$ cat src/rtl/aurora_nfc_pkg.sv
// rtl/aurora_nfc_pkg.sv - NFC message field layout and responder state, shared with nfc_gen
package aurora_nfc_pkg;

  localparam int NFC_MSG_W    = 16;
  localparam int NFC_XOFF_BIT = 15;
  localparam int NFC_CNT_W    = 8;

  typedef enum logic [1:0] {
    RUN   = 2'd0,
    PAUSE = 2'd1,
    XOFF  = 2'd2
  } nfc_state_t;

endpackage

$ cat src/rtl/axis_skid_slice.sv
// rtl/axis_skid_slice.sv - registered stream slice with 2-entry skid; enable gates admit and drain
module axis_skid_slice #(
  parameter int DATA_W = 64
) (
  input  logic              clk,
  input  logic              rst_n,
  input  logic              enable,
  input  logic              s_valid,
  output logic              s_ready,
  input  logic [DATA_W-1:0] s_data,
  output logic              m_valid,
  input  logic              m_ready,
  output logic [DATA_W-1:0] m_data
);

  logic [DATA_W-1:0] skid_mem [2];
  logic [1:0]        skid_cnt;
  logic              skid_rd;
  logic              skid_wr;
  logic              push;
  logic              pop;
  logic              out_free;
  logic              load_skid;
  logic              load_in;
  logic              skid_push;

  // s_ready only looks at registered state, so m_ready never reaches it
  assign s_ready   = enable & (skid_cnt != 2'd2);
  assign push      = s_valid & s_ready;
  assign pop       = m_valid & m_ready;
  assign out_free  = ~m_valid | pop;
  assign load_skid = enable & out_free & (skid_cnt != 2'd0);
  assign load_in   = push & out_free & (skid_cnt == 2'd0);
  assign skid_push = push & ~load_in;

  always_ff @(posedge clk or negedge rst_n) begin
    if (!rst_n) begin
      m_valid  <= 1'b0;
      m_data   <= '0;
      skid_cnt <= 2'd0;
      skid_rd  <= 1'b0;
      skid_wr  <= 1'b0;
    end else begin
      if (load_skid) begin
        m_valid <= 1'b1;
        m_data  <= skid_mem[skid_rd];
      end else if (load_in) begin
        m_valid <= 1'b1;
        m_data  <= s_data;
      end else if (pop) begin
        m_valid <= 1'b0;
      end
      if (skid_push) skid_wr <= ~skid_wr;
      if (load_skid) skid_rd <= ~skid_rd;
      skid_cnt <= skid_cnt + {1'b0, skid_push} - {1'b0, load_skid};
    end
  end

  always_ff @(posedge clk) begin
    if (skid_push) skid_mem[skid_wr] <= s_data;
  end

endmodule

$ cat src/rtl/nfc_tx_pause.sv
// rtl/nfc_tx_pause.sv - NFC responder: decodes pause/XOFF/XON and gates the TX stream at beat boundaries
module nfc_tx_pause
  import aurora_nfc_pkg::*;
#(
  parameter int DATA_W   = 64,
  parameter int CNT_W    = NFC_CNT_W,
  parameter int XOFF_BIT = NFC_XOFF_BIT,
  parameter int STAT_W   = 16
) (
  input  logic                 clk,
  input  logic                 rst_n,
  input  logic                 nfc_valid,
  output logic                 nfc_ready,
  input  logic [NFC_MSG_W-1:0] nfc_data,
  input  logic                 s_valid,
  output logic                 s_ready,
  input  logic [DATA_W-1:0]    s_data,
  output logic                 m_valid,
  input  logic                 m_ready,
  output logic [DATA_W-1:0]    m_data,
  output logic                 paused,
  output logic [STAT_W-1:0]    stall_cycles
);

  nfc_state_t       state;
  nfc_state_t       state_n;
  logic [CNT_W-1:0] pause_cnt;
  logic [CNT_W-1:0] pause_cnt_n;
  logic             live;
  logic             nfc_fire;
  logic [CNT_W-1:0] nfc_cnt;
  logic             unused_nfc_bits;

  // live holds both ready outputs low until the first edge out of reset
  assign nfc_ready       = live;
  assign nfc_fire        = nfc_valid & live;
  assign nfc_cnt         = nfc_data[CNT_W-1:0];
  assign paused          = (state != RUN);
  assign unused_nfc_bits = ^nfc_data;

  always_ff @(posedge clk or negedge rst_n) begin
    if (!rst_n) begin
      live         <= 1'b0;
      state        <= RUN;
      pause_cnt    <= '0;
      stall_cycles <= '0;
    end else begin
      live      <= 1'b1;
      state     <= state_n;
      pause_cnt <= pause_cnt_n;
      if (paused && (stall_cycles != {STAT_W{1'b1}}))
        stall_cycles <= stall_cycles + STAT_W'(1);
    end
  end

  // A freshly accepted message overrides the running countdown; counts never accumulate
  always_comb begin
    state_n     = state;
    pause_cnt_n = pause_cnt;
    if (state == PAUSE) begin
      pause_cnt_n = pause_cnt - CNT_W'(1);
      if (pause_cnt == CNT_W'(1)) state_n = RUN;
    end
    if (nfc_fire) begin
      if (nfc_data[XOFF_BIT]) begin
        state_n     = XOFF;
        pause_cnt_n = '0;
      end else if (nfc_cnt == '0) begin
        state_n     = RUN;
        pause_cnt_n = '0;
      end else begin
        state_n     = PAUSE;
        pause_cnt_n = nfc_cnt;
      end
    end
  end

  axis_skid_slice #(
    .DATA_W (DATA_W)
  ) u_slice (
    .clk     (clk),
    .rst_n   (rst_n),
    .enable  (live & (state == RUN)),
    .s_valid (s_valid),
    .s_ready (s_ready),
    .s_data  (s_data),
    .m_valid (m_valid),
    .m_ready (m_ready),
    .m_data  (m_data)
  );

endmodule

$ cat config.mk
export PLATFORM = sky130hd
export DESIGN_NAME = nfc_tx_pause
export DESIGN_NICKNAME = d
export VERILOG_FILES = /design/src/rtl/aurora_nfc_pkg.sv /design/src/rtl/axis_skid_slice.sv /design/src/rtl/nfc_tx_pause.sv
export SDC_FILE = /design/constraint.sdc
export NUM_CORES = 1
export LEC_CHECK = 0
export BUFFER_PORTS_ARGS = -buffer_cell sky130_fd_sc_hd__buf_4
export CAP_MARGIN = 20
export CORE_MARGIN = 4
export CORE_UTILIZATION = 25
export DETAILED_ROUTE_END_ITERATION = 6
export GPL_TIMING_DRIVEN = 0
export SLEW_MARGIN = 10
export SYNTH_ARGS = -nofsm -noshare
export SYNTH_HDL_FRONTEND = slang
export SYNTH_SLANG_ARGS = --single-unit
$ cat constraint.sdc
create_clock -name clk -period 5.8 [get_ports clk]
set_input_delay 0.29 -clock clk [delete_from_list [all_inputs] [get_ports clk]]
set_output_delay 0.29 -clock clk [all_outputs]
set_load 0.1 [all_outputs]
# == Word level (Yosys, flattened, before mapping) ==
# Memory sizes are Yosys's and may differ from the RTL's.
# Index checks and enable logic that the tools add are counted.
# op_classes
add_sub_neg,4
eq_ne,4
muxes,16
bitwise_logic,15
reduce_logical,11
# ops
op,n
$mux 64,2
$mux 8,4
$add 16x1->16 const B,1
$ne 16x16->1 const B,1
$and 1x1->1,10
$reduce_bool 2->1,5
$eq 8x1->1 const B,1
$logic_not 8->1,1
$mux 2,4
$sub 8x1->8 const B,1
$mux 1,6
$logic_not 2->1,2
$not 1->1,4
$reduce_bool 3->1,1
$add 2x1->2,1
$eq 2x1->1 const B,1
$ne 2x2->1 const B,1
$reduce_and 2->1,1
$sub 2x1->2,1
$logic_and 1x1->1,1
$or 1x1->1,1
# totals
ff_bits,96
ramBits,128
in_bits,85
out_inout_bits,84
elab_cells,60
n_memories,1
# memory_table
name,words,word_bits,rd,rd_clocked_by_memory_dff,wr,line_no,source
u_slice.skid_mem,2,64,1,0,1,axis_skid_slice.sv:16,logic [DATA_W-1:0] skid_mem [2];

# == Longest topological paths before layout ==
# Gate-level depths: netlist (run 1).
# depth
ltp_word,10
depth_mapped,9
ltp_nobuf,7

# == Hierarchy ==
# A second synthesis (run 1) with hierarchy kept.
# hier_totals
cells_unflattened,589
area_unflattened_um2,9445.3
# modules_own_cells
module,instances,cells_per_inst,area_each_um2,seq_area_each_um2
axis_skid_slice,1,452,7993.9,5570.3
nfc_tx_pause,1,137,1451.4,675.6

# == Least setup slack after synthesis (run 1) ==
# Ideal clock, no wire load.
# synth_timing
kind,flip-flop to flip-flop
startpoint,reg u_slice.m_valid
endpoint,"mem u_slice.skid_mem[0][0], enable pin"
setup_time_ps,486
t_arrival_ps,4218
required_time_ps,5314
slack_ps,1095
stages_incl_launch_ff,5
n_path_buf,0
period_less_slack_ps,4705
path_cell_list,dfrtp_1 > nand2b_1 > nor2_1 > o2111ai_1 > nor2_1
# synth_between
elab_chain_cells,8
elab_cells_between_ends,9
cone_classes,mux: 2; bitwise: 7
# synth_rtl
item,line_no,source
start: declaration,axis_skid_slice.sv:11,"output logic m_valid,"
start signal: assignment,axis_skid_slice.sv:38,m_valid <= 1'b0;
start signal: assignment,axis_skid_slice.sv:45,m_valid <= 1'b1;
start signal: assignment,axis_skid_slice.sv:48,m_valid <= 1'b1;
$and 1x1->1 / $not 1->1 (equally long branches),"axis_skid_slice.sv:30, axis_skid_slice.sv:31",
$or 1x1->1 *,axis_skid_slice.sv:31,assign out_free = ~m_valid | pop;
$and 1x1->1 * (2 in a row),axis_skid_slice.sv:33,assign load_in = push & out_free & (skid_cnt == 2'd0);
$not 1->1 *,axis_skid_slice.sv:34,assign skid_push = push & ~load_in;
$and 1x1->1 *,axis_skid_slice.sv:34,
$mux 1 *,axis_skid_slice.sv:60,if (skid_push) skid_mem[skid_wr] <= s_data;
$mux 1 (implied by the code) *,axis_skid_slice.sv:60,
end: declaration,axis_skid_slice.sv:16,
# Mark *: on every way between the ends. The rest lies on a longest branch, timed or not.

# == Worst setup path after layout (run 1) ==
# layout_timing
startpoint,reg state[1]
endpoint,"mem u_slice.skid_mem[1][2], enable pin"
# layout_between
elab_chain_cells,10
# layout_rtl
item,line_no,source
start: declaration,nfc_tx_pause.sv:25,nfc_state_t state;
start signal: assignment,nfc_tx_pause.sv:49,state <= state_n;
$logic_not 2->1 *,nfc_tx_pause.sv:83,".enable (live & (state == RUN)),"
$and 1x1->1 *,nfc_tx_pause.sv:83,
$and 1x1->1 *,axis_skid_slice.sv:28,assign s_ready = enable & (skid_cnt != 2'd2);
$and 1x1->1 *,axis_skid_slice.sv:29,assign push = s_valid & s_ready;
$and 1x1->1 (2 in a row),axis_skid_slice.sv:33,
$not 1->1,axis_skid_slice.sv:34,
$and 1x1->1 *,axis_skid_slice.sv:34,
$mux 1 *,axis_skid_slice.sv:60,
$mux 1 (implied by the code) *,axis_skid_slice.sv:60,
# Marks and branches as above.

==> results of run 1 <==
-- final cells by class --
cell class              instances  area [um2]  share of cell area [%]
well taps                     468         586                    4.58
inverters                       9        33.8                   0.264
clock inverters                11        96.3                   0.754
repair buffers                235        2100                    16.4
multi-input cells             371        2730                    21.4
flip-flops and latches        224        6250                    48.9
plain buffers                  33         223                    1.74
clock buffers                  38         767                    6.00
-- synthesized netlist by cell type (2+ instances only) --
cell / number / area, um2
and4_1: 3 / 26.3
clkbuf_1: 14 / 52.6
a21oi_1: 20 / 100
mux2i_1: 64 / 641
nand2_1: 74 / 278
or3_1: 2 / 12.5
buf_6: 2 / 22.5
o21ai_1: 40 / 200
buf_4: 3 / 22.5
xor2_1: 6 / 52.6
clkbuf_2: 2 / 10.0
ha_1: 5 / 62.6
nor3_1: 5 / 25.0
nand3_1: 4 / 20.0
o21ai_0: 27 / 135
buf_2: 7 / 35.0
mux2_2: 65 / 732
edfxtp_1: 128 / 3840
buf_8: 4 / 60.1
nor2_1: 10 / 37.5
xnor2_1: 16 / 140
nand4_1: 8 / 50.1
dfrtp_1: 96 / 2400
nor4_1: 4 / 25.0
inv_1: 8 / 30.0
-- worst max-delay path, stage by stage (launching register included) --
cell       delay (ns)
dfrtp_1          0.46
nor2_4           0.25
o2111ai_1        0.35
nor2_4           0.31
buf_16           0.20
buf_12           0.19
buf_16           0.18
-- state kept, by name, summed over array words and instances (netlist names) --
name	cells
u_slice.skid_wr	1
state	2
u_slice.m_data	64
stall_cycles	16
u_slice.skid_rd	1
pause_cnt	8
u_slice.skid_mem	128
u_slice.m_valid	1
nfc_ready	1
u_slice.skid_cnt	2
-- worst min path at each step --
| stage | startpoint | cells past startpoint | endpoint | slack [ns] |
|---|---|---|---|---|
| after floorplan | rst_n | 0 | nfc_ready$_DFF_PN0_ | -0.006 |
| after global placement | u_slice.m_data[26]$_DFFE_PN0P_ | 2 | u_slice.m_data[26]$_DFFE_PN0P_ | 0.47 |
| after detailed placement | rst_n | 1 | stall_cycles[3]$_DFFE_PN0P_ | 0.27 |
| after CTS | nfc_data[5] | 3 | pause_cnt[5]$_DFFE_PN0P_ | 0.02 |
| after global routing | nfc_data[2] | 3 | pause_cnt[2]$_DFFE_PN0P_ | 0.05 |
| final | nfc_data[1] | 3 | pause_cnt[1]$_DFFE_PN0P_ | 0.05 |
-- per-stage QoR --
step	TNS (ns)	setup slack (ns)	power (W)	cells	instance area, um2
finish	0	3.54	0.00714	1389	12800
global route	0	3.38	0.00749	1389	12800
CTS	0	3.49	0.00726	1389	12800
detailed placement	0	3.50	0.00556	1275	11300
global placement	-115.33	-0.917	0.00551	1266	11000
floorplan	0	1.10	0.00475	637	9220
-- layer usage --
metal | global-route usage [%] | vias up
met5 | 0 | -
met4 | 2.29 | 2
met3 | 2.58 | 29
met2 | 19.2 | 126
met1 | 14.6 | 2926
li1 | - | 2857
-- what timing repair did --
action / CTS / global route
hold buffers: 65 / 0
setup endpoints to repair: 0 / 0
hold endpoints to repair: 173 / 0
-- cells by family (layout without fill, tap and decap cells) --
family,Yosys count,in the layout
other,1,1
adder cells (fa/ha/maj),5,5
XOR/XNOR,22,22
AND/OR/NAND/NOR,120,120
flip-flops,224,224
AO/OA/AOI/OAI,94,94
buffers and inverters,42,326
multiplexers,129,129
-- power by group --
group          internal [W]  leakage [nW]  switching, W
clock network      0.000967         0.419      0.000653
registers           0.00201          2.35      0.000212
logic              0.000814          2.26       0.00248
==> flow_metrics.env, run 1 <==
export IMPL_status="completed"
export IMPL_final_util_pct=35.0
export IMPL_grt_max_degree=52
export IMPL_drt_wl_total_mm=22.8
export IMPL_fp_dieH_um=200
export IMPL_diodes=0
export IMPL_viasPerCell=4.28
export IMPL_drc=0
export IMPL_tightest_slew_ns=0.711
export IMPL_layout_commonest_cell="buf_4"
export IMPL_final_period_utilization_pct=39.0
export IMPL_max_freq_mhz=442
export IMPL_place_gp_congestion=0.732
export IMPL_final_cell_mix="buf_4 (163), edfxtp_1 (128), dfrtp_1 (96), nand2_1 (74)"
export IMPL_ys_seq_area_share_pct=67.8
export IMPL_syn_avg_cell_area_um2=14.5
export IMPL_drt_first_iter_violations=139
export IMPL_ys_ff_latch=224
export IMPL_r2r_end="u_slice.skid_mem[1][2]$_DFFE_PP_"
export IMPL_worst_r2r_cell_count=6
export IMPL_met1_length_mm=10.4
export IMPL_clock_latency_ns=0.53
export IMPL_cts_clk_slew_worst_paths_ns=0.06
export IMPL_core_um2=36500
export IMPL_arrival_ns=2.49
export IMPL_hold_viol=0
export IMPL_setup_viol=0
export IMPL_drive_gt1_share_pct=33.1
export IMPL_cp_endpoint="u_slice.skid_mem[1][2]$_DFFE_PP_"
export IMPL_slew_violations=0
export IMPL_yosys_area_share_simple_pct=6.26
export IMPL_cts_max_level=1
export IMPL_wire_per_inst_um=16.4
export IMPL_grt_usage_pct=11.2
export IMPL_crit_path_end_kind="flop"
export IMPL_netlist_area_um2=9220
export IMPL_die_area_um2=40000
export IMPL_netlist_instances=637
export IMPL_hp_class="in2reg"
export IMPL_fin_nets=991
export IMPL_rr_startpoint="state[1]$_DFFE_PN0P_"
export IMPL_leakagePower_nw=5.03
export IMPL_grt_pass1_vias=6379
export IMPL_rows=70
export IMPL_fill_cells=3576
export IMPL_cts_tree="yes"
export IMPL_yosysWarningCount=0
export IMPL_cts_sinks=224
export IMPL_cts_setup_buffers=0
export IMPL_hpwl_mm=15.3
export IMPL_start_kind="flop"
export IMPL_syn_num_nets=727
export IMPL_cts_resized=0
export IMPL_top_layer="met5"
export IMPL_synth_xor_area_share_pct=2.09
export IMPL_synthAdderAreaFrac_pct=0.679
export IMPL_clock_path_buffers=3
export IMPL_cts_root_buf="clkbuf_16"
export IMPL_antenna_found_initial=1
export IMPL_dr_pass1_iters=5
export IMPL_antenna_left=0
export IMPL_syn_to_final_growth_pct=38.6
export IMPL_worstSetupStartpoint="state[1]$_DFFE_PN0P_"
export IMPL_cts_made_buffers=27
export IMPL_synth_edf_count=128
export IMPL_path_class="reg2reg"
export IMPL_grt_overflow=0
export IMPL_slew_headroom_pct=52.1
export IMPL_synth_flop_cell="edfxtp_1"
export IMPL_async_flop_share_pct=42.9
export IMPL_vias=5940
export IMPL_maxCapViolations=0
export IMPL_io_buffer_count=161
export IMPL_critical_path_peak_fanout=18
export IMPL_vdd_drop_max_mv=0.407
export IMPL_floorplan_initialDensity_pct=25.2
export IMPL_cp_required_ns=6.03
export IMPL_skew_ns=0.0113
export IMPL_synth_compound_area_share_pct=5.47
export IMPL_grt_pass1_wl_mm=35.5
export IMPL_wl_met3_mm=1.10
export IMPL_synth_top_family_by_area="multiplexers"
export IMPL_ys_types=45
export IMPL_die_w_um=200
export IMPL_io_pins=169
export IMPL_period_needed_ns=2.26
export IMPL_route_met2_wl_mm=10.8
export IMPL_rsz0062_at_grt="false"
export IMPL_power_density_nw_per_um2=559
export IMPL_hold_ws_ns=0.0477
export IMPL_synth_mux_area_share_pct=14.9
export IMPL_reg2reg_slack_ns=3.54
No activity file was read; power rests on OpenSTA's default activity.
==> inputs of run 2 (changes only) <==
--- a/config.mk
+++ b/config.mk
@@ -5,6 +5,7 @@
 export SDC_FILE = /design/constraint.sdc
 export NUM_CORES = 1
 export LEC_CHECK = 0
+export ABC_AREA = 1
 export BUFFER_PORTS_ARGS = -buffer_cell sky130_fd_sc_hd__buf_4
 export CAP_MARGIN = 20
 export CORE_MARGIN = 4
==> constraint.sdc (replaced) <==
create_clock -name clk -period 1.8 [get_ports clk]
set_input_delay 0.09 -clock clk [delete_from_list [all_inputs] [get_ports clk]]
set_output_delay 0.09 -clock clk [all_outputs]
set_load 0.1 [all_outputs]
==> flow_metrics.env, run 2 <==
export IMPL_drc=0
export IMPL_fin_nets=1337
export IMPL_grt_max_degree=97
export IMPL_slew_violations=0
export IMPL_crit_path_end_kind="primary output"
export IMPL_clock_path_buffers=3
export IMPL_place_ws_ns=-0.410
export IMPL_floorplan_initialDensity_pct=25.4
export IMPL_cts_tree="yes"
export IMPL_synth_most_common_cell="nand2_1"
export IMPL_drt_wl_total_mm=28.1
export IMPL_rsz0062_at_grt="true"
export IMPL_arrival_ns=1.67
export IMPL_yosysWarningCount=0
export IMPL_final_period_utilization_pct=97.9
export IMPL_drt_first_iter_violations=308
export IMPL_status="completed"
export IMPL_fp_dieH_um=207
export IMPL_hold_ws_ns=0.220
export IMPL_grt_pass1_wl_mm=43.3
export IMPL_worst_slack_ns=0.0369
export IMPL_netlist_instances=963
export IMPL_grt_overflow=0
export IMPL_die_w_um=207
export IMPL_viasPerCell=4.33
export IMPL_io_buffer_count=161
export IMPL_reg_top3="u_slice.skid_mem (128), u_slice.m_data (64), stall_cycles (16)"
export IMPL_synth_flop_cell="edfxtp_1"
export IMPL_critical_path_peak_fanout=3
export IMPL_hpwl_mm=18.6
export IMPL_ys_top_cells_by_count="nand2_1 (266), edfxtp_1 (128), o21ai_0 (114)"
export IMPL_netlist_area_um2=9870
export IMPL_slew_headroom_pct=31.9
export IMPL_yosys_area_share_simple_pct=21.5
export IMPL_synth_area_leader_cell="edfxtp_1"
export IMPL_synth_top_family_by_area="simple AND/OR/NAND/NOR gates"
export IMPL_die_area_um2=42700
export IMPL_cts_max_level=1
export IMPL_io_pins=169
export IMPL_skew_ns=0.00882
export IMPL_syn_num_nets=1053
export IMPL_layout_commonest_cell="nand2_1"
export IMPL_antenna_left=0
export IMPL_power_density_nw_per_um2=1690
export IMPL_regMostFlops="u_slice.skid_mem"
export IMPL_wire_per_inst_um=15.7
export IMPL_start_kind="flop"
export IMPL_largest_register_ff_count=128
export IMPL_tightest_slew_ns=1.02
export IMPL_ys_seq_area_share_pct=63.3
export IMPL_cts_root_buf="clkbuf_16"
export IMPL_rows=72
export IMPL_final_cell_mix="nand2_1 (265), buf_4 (175), edfxtp_1 (128), o21ai_0 (114), dfrtp_1 (79)"
export IMPL_place_gp_congestion=0.830
export IMPL_reg2reg_slack_ns=0.08
export IMPL_async_flop_share_pct=42.9
export IMPL_drive_gt1_share_pct=33.6
export IMPL_synthTopCellsByArea="edfxtp_1 (39%), dfrtp_1 (24%), nand2_1 (10%)"
export IMPL_syn_to_final_growth_pct=42.2
export IMPL_syn_avg_cell_area_um2=10.3
export IMPL_hold_viol=0
export IMPL_synthAdderAreaFrac_pct=0.634
export IMPL_synth_xor_area_share_pct=1.06
export IMPL_synth_compound_area_share_pct=8.41
export IMPL_max_freq_mhz=567
export IMPL_ys_ff_latch=224
export IMPL_hp_class="in2async"
export IMPL_ys_types=32
export IMPL_cts_made_buffers=26
export IMPL_maxCapViolations=0
export IMPL_synth_mux_area_share_pct=0
export IMPL_leakagePower_nw=6.05
export IMPL_core_um2=38800
export IMPL_cp_required_ns=1.71
export IMPL_setup_viol=0
export IMPL_vdd_drop_max_mv=1.21
export IMPL_clock_latency_ns=0.54
export IMPL_grt_usage_pct=12.8
export IMPL_worst_r2r_cell_count=6
export IMPL_antenna_found_initial=0
export IMPL_vias=7728
export IMPL_synth_edf_count=128
export IMPL_cts_sinks=224
export IMPL_path_class="reg2out"
export IMPL_period_needed_ns=1.76
export IMPL_synth_top_area_share_pct=38.9
export IMPL_cts_clk_slew_worst_paths_ns=0.06
export IMPL_grt_pass1_vias=7807
export IMPL_dr_pass1_iters=5
export IMPL_diodes=0
## run 2: cell types whose count changed in the layout (fill, tap and decap cells not counted), sizes merged, moves of 64 or more
cell,previous run,this run
nand2,74,272
nand3,5,91
o21ai,67,149
mux2,65,0
mux2i,64,0
or2,0,64
## run 2: final timing paths
check,end,startpoint
setup / recovery,s_ready,state[1]$_DFFE_PN0P_
hold reg to reg,stall_cycles[12]$_DFFE_PN0P_,stall_cycles[12]$_DFFE_PN0P_
min in group clk,u_slice.skid_mem[1][30]$_DFFE_PP_,s_data[30]
setup reg to reg,u_slice.skid_mem[0][43]$_DFFE_PP_,state[1]$_DFFE_PN0P_
max in group asynchronous,u_slice.m_valid$_DFFE_PN0P_,rst_n
hold / removal,pause_cnt[5]$_DFFE_PN0P_,rst_n
## run 2: report_power, final
group          switching (W)  internal [W]
Sequential          0.000770       0.00648
Combinational        0.00835       0.00272
Clock                0.00214       0.00321
## run 2: layer usage
layer  vias up  global-route usage [%]  routed length, um
met5         -                       0                  0
met4         0                    3.71                590
met3        39                    2.59               1620
met2       167                    22.8              14000
met1      3699                    15.8              11900
li1       3823                       -                  -
## run 2: critical path, stage by stage, from the launching register on
cell	delay (ns)
dfrtp_1	0.41
nor2_4	0.15
nand2_4	0.09
a21oi_4	0.17
buf_6	0.14
buf_12	0.16
## run 2: kinds of logic (layout without fill, tap and decap cells)
kind of cell	after synthesis	count (layout)
flip-flops	224	224
buffers and inverters	89	393
AND/OR/NAND/NOR	472	472
other	1	1
AO/OA/AOI/OAI	160	160
XOR/XNOR	12	12
adder cells (fa/ha/maj)	5	5
## run 2: layout make-up
class	instances	area [um2]
Fill cell	3857	24800
Sequential cell	224	6280
Multi-Input combinational cell	650	3460
Timing Repair Buffer	257	2230
Clock buffer	32	704
Tap cell	518	648
Buffer	50	417
Clock inverter	16	161
Inverter	38	146
## run 2: repair_timing
item / 4_1_cts / 5_1_grt
buffers inserted: 13 / 2
hold buffers: 77 / 0
pin swaps: 4 / 5
gates cloned: 1 / 1
setup endpoints to repair: 141 / 105
hold endpoints to repair: 301 / 0
resized for setup: 12 / 24
## run 2: per-stage QoR
step | cells | total power [W] | utilization (%) | instance area [um2] | setup TNS (ns)
2_1_floorplan | 963 | 0.0155 | - | 10300 | -167.99
3_3_place_gp | 1642 | 0.0181 | 31.2 | 12100 | -169.47
3_5_place_dp | 1646 | 0.0183 | 31.4 | 12200 | -44.01
4_1_cts | 1784 | 0.0240 | 36.1 | 14000 | -0.0512
5_1_grt | 1785 | 0.0249 | 36.2 | 14000 | -0.0666
6_report | 1785 | 0.0237 | 36.2 | 14000 | 0
